`config.mk`:
```
export PLATFORM = sky130hd
export DESIGN_NAME = jtframe_db9merge
export DESIGN_NICKNAME = d
export VERILOG_FILES = /design/src/rtl/jtframe_db9merge.sv
export SDC_FILE = /design/constraint.sdc
export NUM_CORES = 1
export LEC_CHECK = 0
export BUFFER_PORTS_ARGS = -buffer_cell sky130_fd_sc_hd__buf_2
export CAP_MARGIN = 10
export CORE_MARGIN = 8
export CORE_UTILIZATION = 40
export CTS_BUF_LIST = sky130_fd_sc_hd__clkbuf_4 sky130_fd_sc_hd__clkbuf_8 sky130_fd_sc_hd__clkbuf_16
export DETAILED_ROUTE_END_ITERATION = 12
export GPL_TIMING_DRIVEN = 0
export SLEW_MARGIN = 10
export SYNTH_ARGS = -nofsm -noshare
export SYNTH_HDL_FRONTEND = slang
export SYNTH_SLANG_ARGS = --single-unit
```
`constraint.sdc`:
```
create_clock -name clk -period 3.9 [get_ports clk]
set_input_delay 1.17 -clock clk [delete_from_list [all_inputs] [get_ports clk]]
set_output_delay 1.17 -clock clk [all_outputs]
set_load 0.01 [all_outputs]
```
`src/rtl/jtframe_db9merge.sv`:
```
// rtl/jtframe_db9merge.sv - DB9/DB15 debounce, presence FSM, HPS merge and autofire
module jtframe_db9merge #(
  parameter int DBNC    = 3,
  parameter int IDLE_N  = 4,
  parameter int TIMEOUT = 20,
  parameter int AF_DIV  = 4
) (
  input  logic        clk,
  input  logic        rst,
  input  logic [2:0]  cfg,
  input  logic        sample,
  input  logic        hooked,
  input  logic [11:0] db_joy0,
  input  logic [11:0] db_joy1,
  input  logic [11:0] hps_joy0,
  input  logic [11:0] hps_joy1,
  input  logic        af_en,
  input  logic [11:0] af_mask,
  output logic [11:0] joy0_out,
  output logic [11:0] joy1_out,
  output logic        db_active
);

  localparam logic [2:0] DBNC_V = 3'(DBNC);
  localparam logic [3:0] IDLE_V = 4'(IDLE_N);
  localparam logic [3:0] AF_TOP = 4'(AF_DIV - 1);

  typedef enum logic [1:0] {ST_OFF, ST_PROBE, ST_ACTIVE} state_t;

  state_t             r_state, w_state_nxt;
  logic [TIMEOUT-1:0] r_wd, w_wd_nxt;
  logic [3:0]         r_idle, w_idle_nxt;
  logic [11:0]        r_last [2];
  logic [11:0]        r_stable [2];
  logic [2:0]         r_cnt [2];
  logic [11:0]        w_last_nxt [2];
  logic [11:0]        w_stable_nxt [2];
  logic [2:0]         w_cnt_nxt [2];
  logic [11:0]        w_raw [2];
  logic [3:0]         r_af_cnt, w_af_cnt_nxt;
  logic               r_af_phase, w_af_phase_nxt;
  logic               w_wd_to, w_force_off;
  logic [11:0]        w_db0, w_db1, w_af_gate;

  always_comb begin
    w_wd_to     = &r_wd;
    w_force_off = (r_state != ST_OFF) && (!cfg[2] || !hooked || w_wd_to);
    w_wd_nxt    = sample ? '0 : (w_wd_to ? r_wd : r_wd + 1'b1);
    w_state_nxt = r_state;
    w_idle_nxt  = r_idle;
    case (r_state)
      ST_OFF: begin
        w_idle_nxt = '0;
        // A saturated watchdog keeps us in OFF until a sample proves the scanner alive
        if (cfg[2] && hooked && !w_wd_to) w_state_nxt = ST_PROBE;
      end
      ST_PROBE: begin
        if (sample) begin
          if (db_joy0 == 12'd0) begin
            w_idle_nxt = r_idle + 4'd1;
            if (r_idle + 4'd1 == IDLE_V) w_state_nxt = ST_ACTIVE;
          end else begin
            w_idle_nxt = '0;
          end
        end
      end
      default: w_idle_nxt = '0;
    endcase
    if (w_force_off) begin
      w_state_nxt = ST_OFF;
      w_idle_nxt  = '0;
    end
  end

  always_comb begin
    w_raw[0] = db_joy0;
    w_raw[1] = db_joy1;
    for (int p = 0; p < 2; p++) begin
      w_last_nxt[p]   = r_last[p];
      w_cnt_nxt[p]    = r_cnt[p];
      w_stable_nxt[p] = r_stable[p];
      if (w_state_nxt == ST_OFF) begin
        w_last_nxt[p]   = '0;
        w_cnt_nxt[p]    = '0;
        w_stable_nxt[p] = '0;
      end else if (sample && r_state != ST_OFF) begin
        if (w_raw[p] != r_last[p]) begin
          w_last_nxt[p] = w_raw[p];
          w_cnt_nxt[p]  = 3'd1;
          if (DBNC_V == 3'd1) w_stable_nxt[p] = w_raw[p];
        end else if (r_cnt[p] < DBNC_V) begin
          w_cnt_nxt[p] = r_cnt[p] + 3'd1;
          if (r_cnt[p] + 3'd1 == DBNC_V) w_stable_nxt[p] = w_raw[p];
        end
      end
    end
  end

  always_comb begin
    w_af_cnt_nxt   = r_af_cnt;
    w_af_phase_nxt = r_af_phase;
    if (!af_en) begin
      w_af_cnt_nxt   = '0;
      w_af_phase_nxt = 1'b1;
    end else if (sample) begin
      if (r_af_cnt == AF_TOP) begin
        w_af_cnt_nxt   = '0;
        w_af_phase_nxt = ~r_af_phase;
      end else begin
        w_af_cnt_nxt = r_af_cnt + 4'd1;
      end
    end
    // Outputs are built from next-cycle values so they line up with db_active
    w_db0     = (w_state_nxt == ST_ACTIVE) ? w_stable_nxt[0] : 12'd0;
    w_db1     = (w_state_nxt == ST_ACTIVE && cfg[0]) ? w_stable_nxt[1] : 12'd0;
    w_af_gate = af_mask & {12{af_en & ~w_af_phase_nxt}};
  end

  always_ff @(posedge clk or posedge rst) begin
    if (rst) begin
      r_state    <= ST_OFF;
      r_wd       <= '0;
      r_idle     <= '0;
      r_af_cnt   <= '0;
      r_af_phase <= 1'b1;
      joy0_out   <= '0;
      joy1_out   <= '0;
      for (int p = 0; p < 2; p++) begin
        r_last[p]   <= '0;
        r_cnt[p]    <= '0;
        r_stable[p] <= '0;
      end
    end else begin
      r_state    <= w_state_nxt;
      r_wd       <= w_wd_nxt;
      r_idle     <= w_idle_nxt;
      r_af_cnt   <= w_af_cnt_nxt;
      r_af_phase <= w_af_phase_nxt;
      joy0_out   <= (hps_joy0 | w_db0) & ~w_af_gate;
      joy1_out   <= (hps_joy1 | w_db1) & ~w_af_gate;
      for (int p = 0; p < 2; p++) begin
        r_last[p]   <= w_last_nxt[p];
        r_cnt[p]    <= w_cnt_nxt[p];
        r_stable[p] <= w_stable_nxt[p];
      end
    end
  end

  assign db_active = (r_state == ST_ACTIVE);

endmodule

```
==> impl_metrics.json <==
{
  "status": "finished clean",
  "final_area_um2": 7040,
  "area_delta_synth_final_pct": 17.5,
  "cts_setup_buffers": 0,
  "ys_ff_latch": 109,
  "comb_power_share": 0.115,
  "grt-ovfl-total": 0,
  "clockRootBuffer": "clkbuf_16",
  "yosys-top-cells-count": "dfrtp_1 (108), a21oi_1 (72), nand2_1 (69)",
  "core_um2": 14600,
  "fmax_mhz": 338,
  "yosysSeqAreaShare": 0.456,
  "num_rows": 44,
  "path_cells": "buf_2, clkbuf_1, o211ai_1, o32ai_4, a31oi_1, a221oi_1",
  "synth_edf_count": 0,
  "leakagePower_nw": 3.56,
  "finalSetupViolCount": 0,
  "hp-class": "reg -> reg",
  "syn_inst": 601,
  "fin_skew_ps": 8.90,
  "grt.total_usage": 0.170,
  "cp-end-kind": "flop",
  "die_w_um": 138,
  "grt_pass1_vias": 5051,
  "clock_path_buffers": 2,
  "first_pass_iters": 4,
  "dp_hpwl_um": 13000,
  "yosys_warnings": 0,
  "crit_type": "in -> reg",
  "final_hold_viol_count": 0,
  "cp_data_arrival_time_ps": 3140,
  "startpoint_type": "input pin",
  "antennaDiodeCount": 0,
  "maxCapViolations": 0,
  "ios": 93,
  "pwr-share-clk": 0.384,
  "nFillCells": 1320,
  "portBuffers": 91,
  "die_area_um2": 19100,
  "syn-num-nets": 677,
  "vdd_drop_max_v": 0.000196,
  "drc": 0,
  "clk_latency_ps": 350,
  "ys_async_sr_fraction": 1.00,
  "nets": 782,
  "numCtsBuffers": 9,
  "fin_tns_setup_ps": 0,
  "syn_avg_cell_area_um2": 9.96,
  "synth_area_um2": 5990,
  "die_y_um": 138,
  "drv_slew": 0,
  "fin_crit_sh": 0.759,
  "synth_cell_types": 55,
  "drt_iter0_drc": 321,
  "ys_top_cells_by_area": "dfrtp_1 (45%), a21oi_1 (6.0%), a221oi_2 (4.8%), mux2i_1 (4.3%), nand2_1 (4.3%)",
  "wl_per_cell_um": 18.5,
  "slowest_stage": "o32ai_4",
  "tightest_slew_ps": 710,
  "maxSlewHeadroom": 0.526,
  "p_int_mw": 1.74,
  "antenna_found_initial": 2,
  "yosysTopAreaCellShare": 0.452,
  "pwr_density_cell_nw_per_um2": 335,
  "synth-main-ff-cell": "dfrtp_1",
  "seqPwrFrac": 0.501,
  "gp_congestion": 0.884,
  "worstPathMaxFanout": 10,
  "switching_share": 0.264,
  "final_core_util": 0.482,
  "cp.required_ps": 4080,
  "h-tree-depth": 3,
  "p_sw_mw": 0.624,
  "rsz0062_at_grt": "no",
  "num_vias": 4858,
  "post_cts_resized": 0,
  "grt_max_degree": 36,
  "min_period_ps": 2960,
  "synth_top_cell_by_area": "dfrtp_1",
  "via_per_inst": 5.43,
  "initial_core_util": 0.410,
  "routed_wl_um": 16500,
  "synth.most_common_cell": "dfrtp_1",
  "placed_cell_area_um2": 6740,
  "ctsHoldBuffers": 0,
  "layout-drive-gt1-share": 0.257,
  "grt_pass1_wl_um": 26500,
  "max_stage_delay_ps": 550,
  "clk_pin_slew_ps": 70,
  "cts.sinks": 109,
  "tritoncts": "yes",
  "ant_nets": 0
}
==> stage by stage <==
step                      cells  worst slack, ps  power (mW)  hold slack [ps]
after CTS                   895              950        2.39              505
final                       895              938        2.36              501
after floorplan             601             1140        1.35              463
after global placement      876              613        1.46              486
after global routing        895              822        2.46              543
after detailed placement    879              603        1.48              487
==> worst max-delay path, delay by kind of cell <==
family | cells | cell delay, ps
buffers and inverters | 2 | 540
AOI/OAI and AO/OA | 4 | 1440
==> placed cells by master, fill, tap and decap left out, types with 3 or more instances in the layout <==
cell / Yosys / routed
a21oi_1: 72 / 72
a221oi_1: 5 / 5
a221oi_2: 19 / 19
a31oi_1: 13 / 13
and2_1: 4 / 4
and3_1: 5 / 5
and4_1: 3 / 3
buf_2: 11 / 102
buf_6: 3 / 3
clkbuf_1: 17 / 17
clkbuf_16: 0 / 9
dfrtp_1: 108 / 108
ha_1: 8 / 8
inv_1: 58 / 57
mux2_2: 15 / 15
mux2_4: 9 / 9
mux2i_1: 26 / 26
nand2_1: 69 / 69
nand3_1: 9 / 9
nand4_1: 14 / 14
nor2_1: 27 / 27
nor2b_1: 5 / 5
nor4_1: 7 / 7
o2111ai_1: 5 / 5
o21ai_0: 11 / 11
xnor2_1: 19 / 19
xor2_1: 22 / 22
==> state kept, by name, summed over array words and instances (netlist names) <==
name and flops:
joy0_out 12, r_wd 20, r_stable 24, r_state 2, r_af_phase 1, r_af_cnt 4
r_last 24, r_idle 4, r_cnt 6, joy1_out 12
==> power groups by stage <==
stage                     combinational [mW]  clock (mW)  sequential, mW
after CTS                              0.275       0.936            1.18
final                                  0.273       0.906            1.18
after global routing                   0.299       0.973            1.18
after detailed placement               0.275           0            1.20
after floorplan                        0.147           0            1.21
after global placement                 0.260           0            1.20
==> area by class of cell <==
type | count | area, µm² | area share
Multi-Input combinational cell | 400 | 2870 | 0.408
Inverter | 58 | 221 | 0.0315
Clock inverter | 6 | 53.8 | 0.00765
Clock buffer | 10 | 239 | 0.0340
Buffer | 34 | 171 | 0.0244
Sequential cell | 109 | 2730 | 0.388
Tap cell | 184 | 230 | 0.0327
Timing Repair Buffer | 94 | 523 | 0.0743
==> layer usage <==
metal  wire (µm)  global-route usage  part of all wire
met2        7730               0.274              0.47
met1        7450               0.217              0.45
met5          25                   0            0.0015
met3         982              0.0418             0.059
met4         331              0.0601             0.020
==> worst paths after layout <==
check	from	to	slack, ps	depth (start not counted)
max	sample	joy1_out[0]$_DFF_PP0_	940	6
min	r_cnt[2]$_DFFE_PP0P_	r_cnt[2]$_DFFE_PP0P_	500	2
max reg2reg	r_wd[0]$_DFFE_PP0P_	joy1_out[0]$_DFF_PP0_	1250	8
min reg2reg	r_cnt[2]$_DFFE_PP0P_	r_cnt[2]$_DFFE_PP0P_	500	2
max in group asynchronous	rst	joy1_out[4]$_DFF_PP0_	2300	4
min in group asynchronous	rst	r_idle[1]$_DFFE_PP0P_	870	2
==> logic make-up (layout without fill, tap and decap cells) <==
family          after synthesis  in the layout  share of synthesized area
xor+xnor                     41             41                     0.0600
flops                       109            109                      0.456
buf+inv                      92            202                     0.0650
simple gates                160            160                      0.136
compound gates              141            141                      0.172
fa+ha+maj                     8              8                     0.0167
mux                          50             50                     0.0943
Note: power is estimated with default switching activity, not from simulation.
